## src/rtl/mem_subword_unit_pkg.sv

```systemverilog
// Shared definitions for the sub-word load/store engine: access sizes, FSM states
// and the lane helpers used by the top-level store merge.
package mem_subword_unit_pkg;

  localparam logic [1:0] SZ_B = 2'b00;
  localparam logic [1:0] SZ_H = 2'b01;
  localparam logic [1:0] SZ_W = 2'b10;

  typedef enum logic [2:0] {
    ST_IDLE  = 3'd0,
    ST_READ  = 3'd1,
    ST_MERGE = 3'd2,
    ST_WRITE = 3'd3,
    ST_RESP  = 3'd4,
    ST_ERR   = 3'd5
  } state_t;

  function automatic logic is_misaligned(input logic [1:0] size, input logic [1:0] off);
    logic bad;
    case (size)
      SZ_B:    bad = 1'b0;
      SZ_H:    bad = off[0];
      SZ_W:    bad = (off != 2'b00);
      default: bad = 1'b1;
    endcase
    return bad;
  endfunction

  // Replace the addressed little-endian lane of word with the low bits of wdata.
  function automatic logic [31:0] merge_lane(input logic [31:0] word, input logic [31:0] wdata,
                                             input logic [1:0] off, input logic [1:0] size);
    logic [31:0] res;
    res = word;
    case (size)
      SZ_B: begin
        case (off)
          2'b00:   res[7:0]   = wdata[7:0];
          2'b01:   res[15:8]  = wdata[7:0];
          2'b10:   res[23:16] = wdata[7:0];
          default: res[31:24] = wdata[7:0];
        endcase
      end
      SZ_H: begin
        if (off[1]) res[31:16] = wdata[15:0];
        else        res[15:0]  = wdata[15:0];
      end
      default: res = wdata;
    endcase
    return res;
  endfunction

endpackage

```

## src/rtl/mem_subword_unit_ldext.sv

```systemverilog
// Load lane extractor: selects the byte/halfword lane of a memory word and
// sign- or zero-extends it to 32 bits; words pass through unchanged.
module ldext
  import mem_subword_unit_pkg::*;
(
  input  logic [31:0] word,
  input  logic [1:0]  addr,
  input  logic [1:0]  size,
  input  logic        uns,
  output logic [31:0] result
);

  logic [7:0]  byte_s;
  logic [15:0] half_s;

  // Lane select and extension.
  always_comb begin
    byte_s = 8'h00;
    half_s = 16'h0000;
    result = 32'h0000_0000;
    case (size)
      SZ_B: begin
        case (addr)
          2'b00:   byte_s = word[7:0];
          2'b01:   byte_s = word[15:8];
          2'b10:   byte_s = word[23:16];
          default: byte_s = word[31:24];
        endcase
        result = {{24{byte_s[7] & ~uns}}, byte_s};
      end
      SZ_H: begin
        if (addr[1]) half_s = word[31:16];
        else         half_s = word[15:0];
        result = {{16{half_s[15] & ~uns}}, half_s};
      end
      default: result = word;
    endcase
  end

endmodule

```

## src/rtl/mem_subword_unit.sv

```systemverilog
// Sub-word load/store engine between the datapath and a word-only data memory.
// Byte/half stores are done as a read-modify-write of the containing word.
module mem_subword_unit
  import mem_subword_unit_pkg::*;
#(
  parameter int AW = 32
) (
  input  logic          clk,
  input  logic          rst_n,
  input  logic          req_valid,
  output logic          req_ready,
  input  logic          req_we,
  input  logic [1:0]    req_size,
  input  logic          req_unsigned,
  input  logic [AW-1:0] req_addr,
  input  logic [31:0]   req_wdata,
  output logic          rsp_valid,
  output logic [31:0]   rsp_rdata,
  output logic          rsp_err,
  output logic          mem_en,
  output logic          mem_we,
  output logic [AW-1:0] mem_addr,
  output logic [31:0]   mem_wdata,
  input  logic [31:0]   mem_rdata
);

  state_t        state_r, state_nxt_s;
  logic          we_r;
  logic [1:0]    size_r;
  logic          uns_r;
  logic [AW-1:0] addr_r;
  logic [31:0]   wdata_r;
  logic [31:0]   ext_s;
  logic          accept_s;

  assign accept_s = req_valid && (state_r == ST_IDLE);

  ldext u_ldext (
    .word   (mem_rdata),
    .addr   (addr_r[1:0]),
    .size   (size_r),
    .uns    (uns_r),
    .result (ext_s)
  );

  // State register.
  always_ff @(posedge clk or negedge rst_n) begin
    if (!rst_n) state_r <= ST_IDLE;
    else        state_r <= state_nxt_s;
  end

  // Request capture on acceptance.
  always_ff @(posedge clk or negedge rst_n) begin
    if (!rst_n) begin
      we_r    <= 1'b0;
      size_r  <= 2'b00;
      uns_r   <= 1'b0;
      addr_r  <= {AW{1'b0}};
      wdata_r <= 32'h0000_0000;
    end else if (accept_s) begin
      we_r    <= req_we;
      size_r  <= req_size;
      uns_r   <= req_unsigned;
      addr_r  <= req_addr;
      wdata_r <= req_wdata;
    end else begin
      we_r    <= we_r;
      size_r  <= size_r;
      uns_r   <= uns_r;
      addr_r  <= addr_r;
      wdata_r <= wdata_r;
    end
  end

  // Next-state decode; full-word stores skip the read.
  always_comb begin
    state_nxt_s = state_r;
    case (state_r)
      ST_IDLE: begin
        if (!req_valid)                                 state_nxt_s = ST_IDLE;
        else if (is_misaligned(req_size, req_addr[1:0])) state_nxt_s = ST_ERR;
        else if (req_we && (req_size == SZ_W))          state_nxt_s = ST_WRITE;
        else                                            state_nxt_s = ST_READ;
      end
      ST_READ:  state_nxt_s = we_r ? ST_MERGE : ST_RESP;
      ST_MERGE: state_nxt_s = ST_RESP;
      ST_WRITE: state_nxt_s = ST_RESP;
      ST_RESP:  state_nxt_s = ST_IDLE;
      ST_ERR:   state_nxt_s = ST_IDLE;
      default:  state_nxt_s = ST_IDLE;
    endcase
  end

  // Output decode from state and latched request only (mem_rdata feeds data, not control).
  always_comb begin
    req_ready = 1'b0;
    rsp_valid = 1'b0;
    rsp_rdata = 32'h0000_0000;
    rsp_err   = 1'b0;
    mem_en    = 1'b0;
    mem_we    = 1'b0;
    mem_addr  = {AW{1'b0}};
    mem_wdata = 32'h0000_0000;
    case (state_r)
      ST_IDLE: req_ready = 1'b1;
      ST_READ: begin
        mem_en   = 1'b1;
        mem_addr = {addr_r[AW-1:2], 2'b00};
      end
      ST_MERGE: begin
        mem_en    = 1'b1;
        mem_we    = 1'b1;
        mem_addr  = {addr_r[AW-1:2], 2'b00};
        mem_wdata = merge_lane(mem_rdata, wdata_r, addr_r[1:0], size_r);
      end
      ST_WRITE: begin
        mem_en    = 1'b1;
        mem_we    = 1'b1;
        mem_addr  = {addr_r[AW-1:2], 2'b00};
        mem_wdata = wdata_r;
      end
      ST_RESP: begin
        rsp_valid = 1'b1;
        rsp_rdata = we_r ? 32'h0000_0000 : ext_s;
      end
      ST_ERR: begin
        rsp_valid = 1'b1;
        rsp_err   = 1'b1;
      end
      default: req_ready = 1'b0;
    endcase
  end

endmodule

```

## config.mk

```make
export PLATFORM = sky130hd
export DESIGN_NAME = mem_subword_unit
export DESIGN_NICKNAME = d
export VERILOG_FILES = /design/src/rtl/mem_subword_unit_pkg.sv /design/src/rtl/mem_subword_unit_ldext.sv /design/src/rtl/mem_subword_unit.sv
export SDC_FILE = /design/constraint.sdc
export NUM_CORES = 1
export LEC_CHECK = 0
export CAP_MARGIN = 0
export CORE_ASPECT_RATIO = 1.1
export CORE_MARGIN = 1
export CORE_UTILIZATION = 39
export CTS_CLUSTER_DIAMETER = 200
export DETAILED_ROUTE_END_ITERATION = 7
export PLACE_DENSITY_LB_ADDON = 0.05
export SLEW_MARGIN = 40
export SYNTH_ARGS = -nofsm -noshare
export SYNTH_HDL_FRONTEND = slang
export SYNTH_SLANG_ARGS = --single-unit
```

## constraint.sdc

```tcl
create_clock -name clk -period 2.2 [get_ports clk]
set_input_delay 0.44 -clock clk [delete_from_list [all_inputs] [get_ports clk]]
set_output_delay 0.44 -clock clk [all_outputs]
set_load 0.01 [all_outputs]
```

==> summary.md <==
| Metric | Value |
|---|---|
| Mean routed wirelength per cell | `20.2 um` |
| Final setup violation count | `74` |
| Static leakage | `0.00418 uW` |
| GP Congestion | `0.942` |
| Worst VDD drop | `0.842 mV` |
| CP arrival | `2.27 ns` |
| Largest delay share family, worst path | `simple AND/OR/NAND/NOR gates` |
| Global route total overflow | `0` |
| Worst-case hold slack | `0.0742 ns` |
| Final clock period utilization by the worst path | `1.23` |
| Maximum number of pins on one net before global-route repair | `38` |
| H-tree Lvls | `3` |
| Violations in the final reports | `negative setup slack` |
| Hold Violations, Final | `0` |
| First DRT Iteration DRCs | `363` |
| Slack of the critical path | `-0.507 ns` |
| Count of standard-cell rows | `42` |
| Worst slack at placement | `-0.627 ns` |
| Biggest fanout along the worst timing path | `8` |
| Buffers from clock root to sink, at most | `2` |
| Final worst path period need | `2.71 ns` |
| Die span in x | `108 um` |
| Initial antenna violation count | `1` |
| CP bufs+invs | `3` |
| Final slew viol count | `0` |
| Area of all placed cells without fillers | `9130 um2` |
| Clock tree from TritonCTS | `built` |
| Startpoint Class | `flip-flop` |
| Layout cells sized above 1 | `0.554` |
| Height of the die | `118 um` |
| Worst path required time | `1.76 ns` |
| Beginning of the worst register-to-register path | `state_r[0]` |
| Global-route wire length before repair | `30700 um` |
| Power Dens Cells | `1330 nW/um2` |
| Worst-skew pair later-pin latency | `0.33 ns` |
| IO buf count | `201` |
| Capturing element type of the critical path | `primary output` |
| Post-layout net count | `948` |
| Quantity of hold-fixing buffers added after cts | `0` |
| Instance count of the mapped netlist | `519` |
| Worst reg-to-reg setup slack | `0.15 ns` |
| Area of the multi-input gates | `3470 um2` |
| Run status | `complete, but fails checks` |
| Setup clock skew after layout | `0.00796 ns` |
| Total of flip-flops plus latches after synthesis | `71` |
| Clk pin slew, worst setup/hold paths | `0.06 ns` |
| RSZ-0062 raised after global routing | `true` |
| R2R Path End | `wdata_r[3]` |
| Number of routed nets with antenna violations | `0` |
| Fin Setup TNS | `-22.08 ns` |
| Part of the Yosys area used for sequential elements | `0.371` |
| Total GRT Usage | `0.313` |
| Synthesized area per cell | `9.23 um2` |
| Routed wire length | `20300 um` |
| HPWL after DPL | `13400 um` |
| Clk sink count | `71` |
| Depth of the worst register-to-register path | `8` |
| FMAX | `369 MHz` |
| Total via count after detailed routing | `5654` |
| Initial standard-cell utilization of the core | `0.400` |
| Total cell area at the placement stage | `7610 um2` |
| Yosys warnings | `0` |
| Max Cap Viol | `0` |
| Class of the tightest hold or removal check | `in2async` |
| Slowest cell delay on critical path | `0.54 ns` |
| Count of filler cells inserted in the layout | `849` |
| Area of the core | `12000 um2` |
| Crit path max-delay cell type | `sky130_fd_sc_hd__or4b_4` |
| Post-layout power | `12200 uW` |
| Number of flops mapped to enable cells by yosys | `0` |
| Netlist area before placement | `4790 um2` |
| Flip-flop cell with the highest count after synthesis | `sky130_fd_sc_hd__dfrtp_1` |
| Series of cell instances along the critical path | `or4b_4 > or3_4 > a211oi_4 > buf_4 > buf_12 > a21o_4 > buf_6` |
| Critical setup path kind | `reg2out` |
| Synthesis-to-layout area growth | `90.5%` |
| Sequential standard cell area | `1780 um2` |
| Vias in the first global route | `5804` |
| Cts bufs inserted | `9` |
| Router iterations before antenna repair | `5` |
| DR DRC count | `0` |
| Async set or reset register ratio after synthesis | `1.00` |
| Unique cell type count in the Yosys netlist | `46` |
| I/O pin cnt | `204` |
| CTS Root Buffer Type | `sky130_fd_sc_hd__clkbuf_16` |
| Die footprint | `12700 um2` |
| Number of vias per cell after detailed routing | `5.63` |
-- final cells by class --
class	count	share of cell area
Timing Repair Buffer	359	0.370
Inverter	6	0.00274
Tap cell	154	0.0211
Antenna cell	1	0.000274
Clock inverter	6	0.00494
Clock buffer	10	0.0251
Timing Repair inverter	1	0.000548
Sequential cell	71	0.195
Multi-Input combinational cell	397	0.380
-- worst register-to-register path, delay by kind of cell (launching register included) --
family        cells  cell delay [ns]
flops             1             0.40
mux               1             0.40
simple gates      2             0.40
buf+inv           5             0.74
-- per-stage QoR --
stage / cells / util
after floorplan: 520 / -
after global placement: 928 / 0.635
after detailed placement: 928 / 0.635
after CTS: 999 / 0.726
after global routing: 1005 / 0.762
final: 1005 / 0.762
-- flip-flops by register name (all words and copies together) (netlist names) --
register / count
addr_r: 32
wdata_r: 32
state_r: 3
size_r: 2
uns_r: 1
we_r: 1
-- placed cells by master, fill, tap and decap left out, types with 13 or more instances in the layout --
cell type,Yosys,final
sky130_fd_sc_hd__and2_4,0,31
sky130_fd_sc_hd__nand2_1,61,54
sky130_fd_sc_hd__mux2i_1,18,17
sky130_fd_sc_hd__buf_2,10,45
sky130_fd_sc_hd__clkdlybuf4s50_1,0,99
sky130_fd_sc_hd__mux2_2,64,64
sky130_fd_sc_hd__o22ai_1,44,35
sky130_fd_sc_hd__dfrtp_1,71,71
sky130_fd_sc_hd__and3_4,0,13
sky130_fd_sc_hd__buf_6,2,106
sky130_fd_sc_hd__buf_4,2,90
sky130_fd_sc_hd__o21ai_1,0,17
-- worst max-delay path by stage --
stage                   from             to  slack, ns  depth (start not counted)
2_1_floorplan     state_r[1]  rsp_rdata[21]      -0.13                          6
4_1_cts                 we_r  rsp_rdata[22]      -0.61                          7
3_3_place_gp   mem_rdata[31]  rsp_rdata[28]      -0.56                          7
3_5_place_dp   mem_rdata[31]  rsp_rdata[22]      -0.63                          7
6_report                we_r  rsp_rdata[22]      -0.51                          7
5_1_grt                 we_r  rsp_rdata[22]      -0.59                          7
-- cell usage after synthesis (all sizes together), types with 2 or more instances --
cell type,instances,area (um2)
and2,33,206
a21oi,14,70.1
nor3b,2,15.0
o211a,8,80.1
inv,5,18.8
and3,16,100
clkbuf,30,113
a21o,16,140
or3,2,17.5
o21a,7,52.6
nand2b,4,25.0
nor2b,4,25.0
o22a,8,70.1
o31ai,15,113
nor3,2,10.0
nand3,3,15.0
mux2,64,721
o21ai,37,189
dfrtp,71,1780
a221oi,6,52.6
mux2i,18,180
o22ai,44,275
nor2,17,63.8
buf,16,95.1
nand2,61,229
-- layer usage --
metal  share of wire  global-route usage
met1            0.39               0.376
met2            0.49               0.530
met3           0.088              0.0778
met4           0.030               0.121
met5               0                   0
-- kinds of logic (layout without fill, tap and decap cells) --
logic type | after synthesis | in the layout | synth area share
buf+inv | 52 | 382 | 0.0481
other cells | 1 | 3 | 0.000783
mux | 82 | 82 | 0.188
flops | 71 | 71 | 0.371
compound gates | 163 | 163 | 0.234
simple gates | 150 | 150 | 0.159
-- power breakdown --
group / leakage (uW) / internal, uW / switching, uW / total [uW]
clock: 0.000126 / 769 / 576 / 1340
sequential: 0.000838 / 1970 / 643 / 2610
combinational: 0.00321 / 4610 / 3610 / 8220
-- timing repair --
action	in CTS	in global routing
pin swaps	38	49
cloned	6	0
setup endpoints to repair	97	162
gates resized for setup	600	111
buffers inserted	49	18
(Power assumes the default switching activity.)
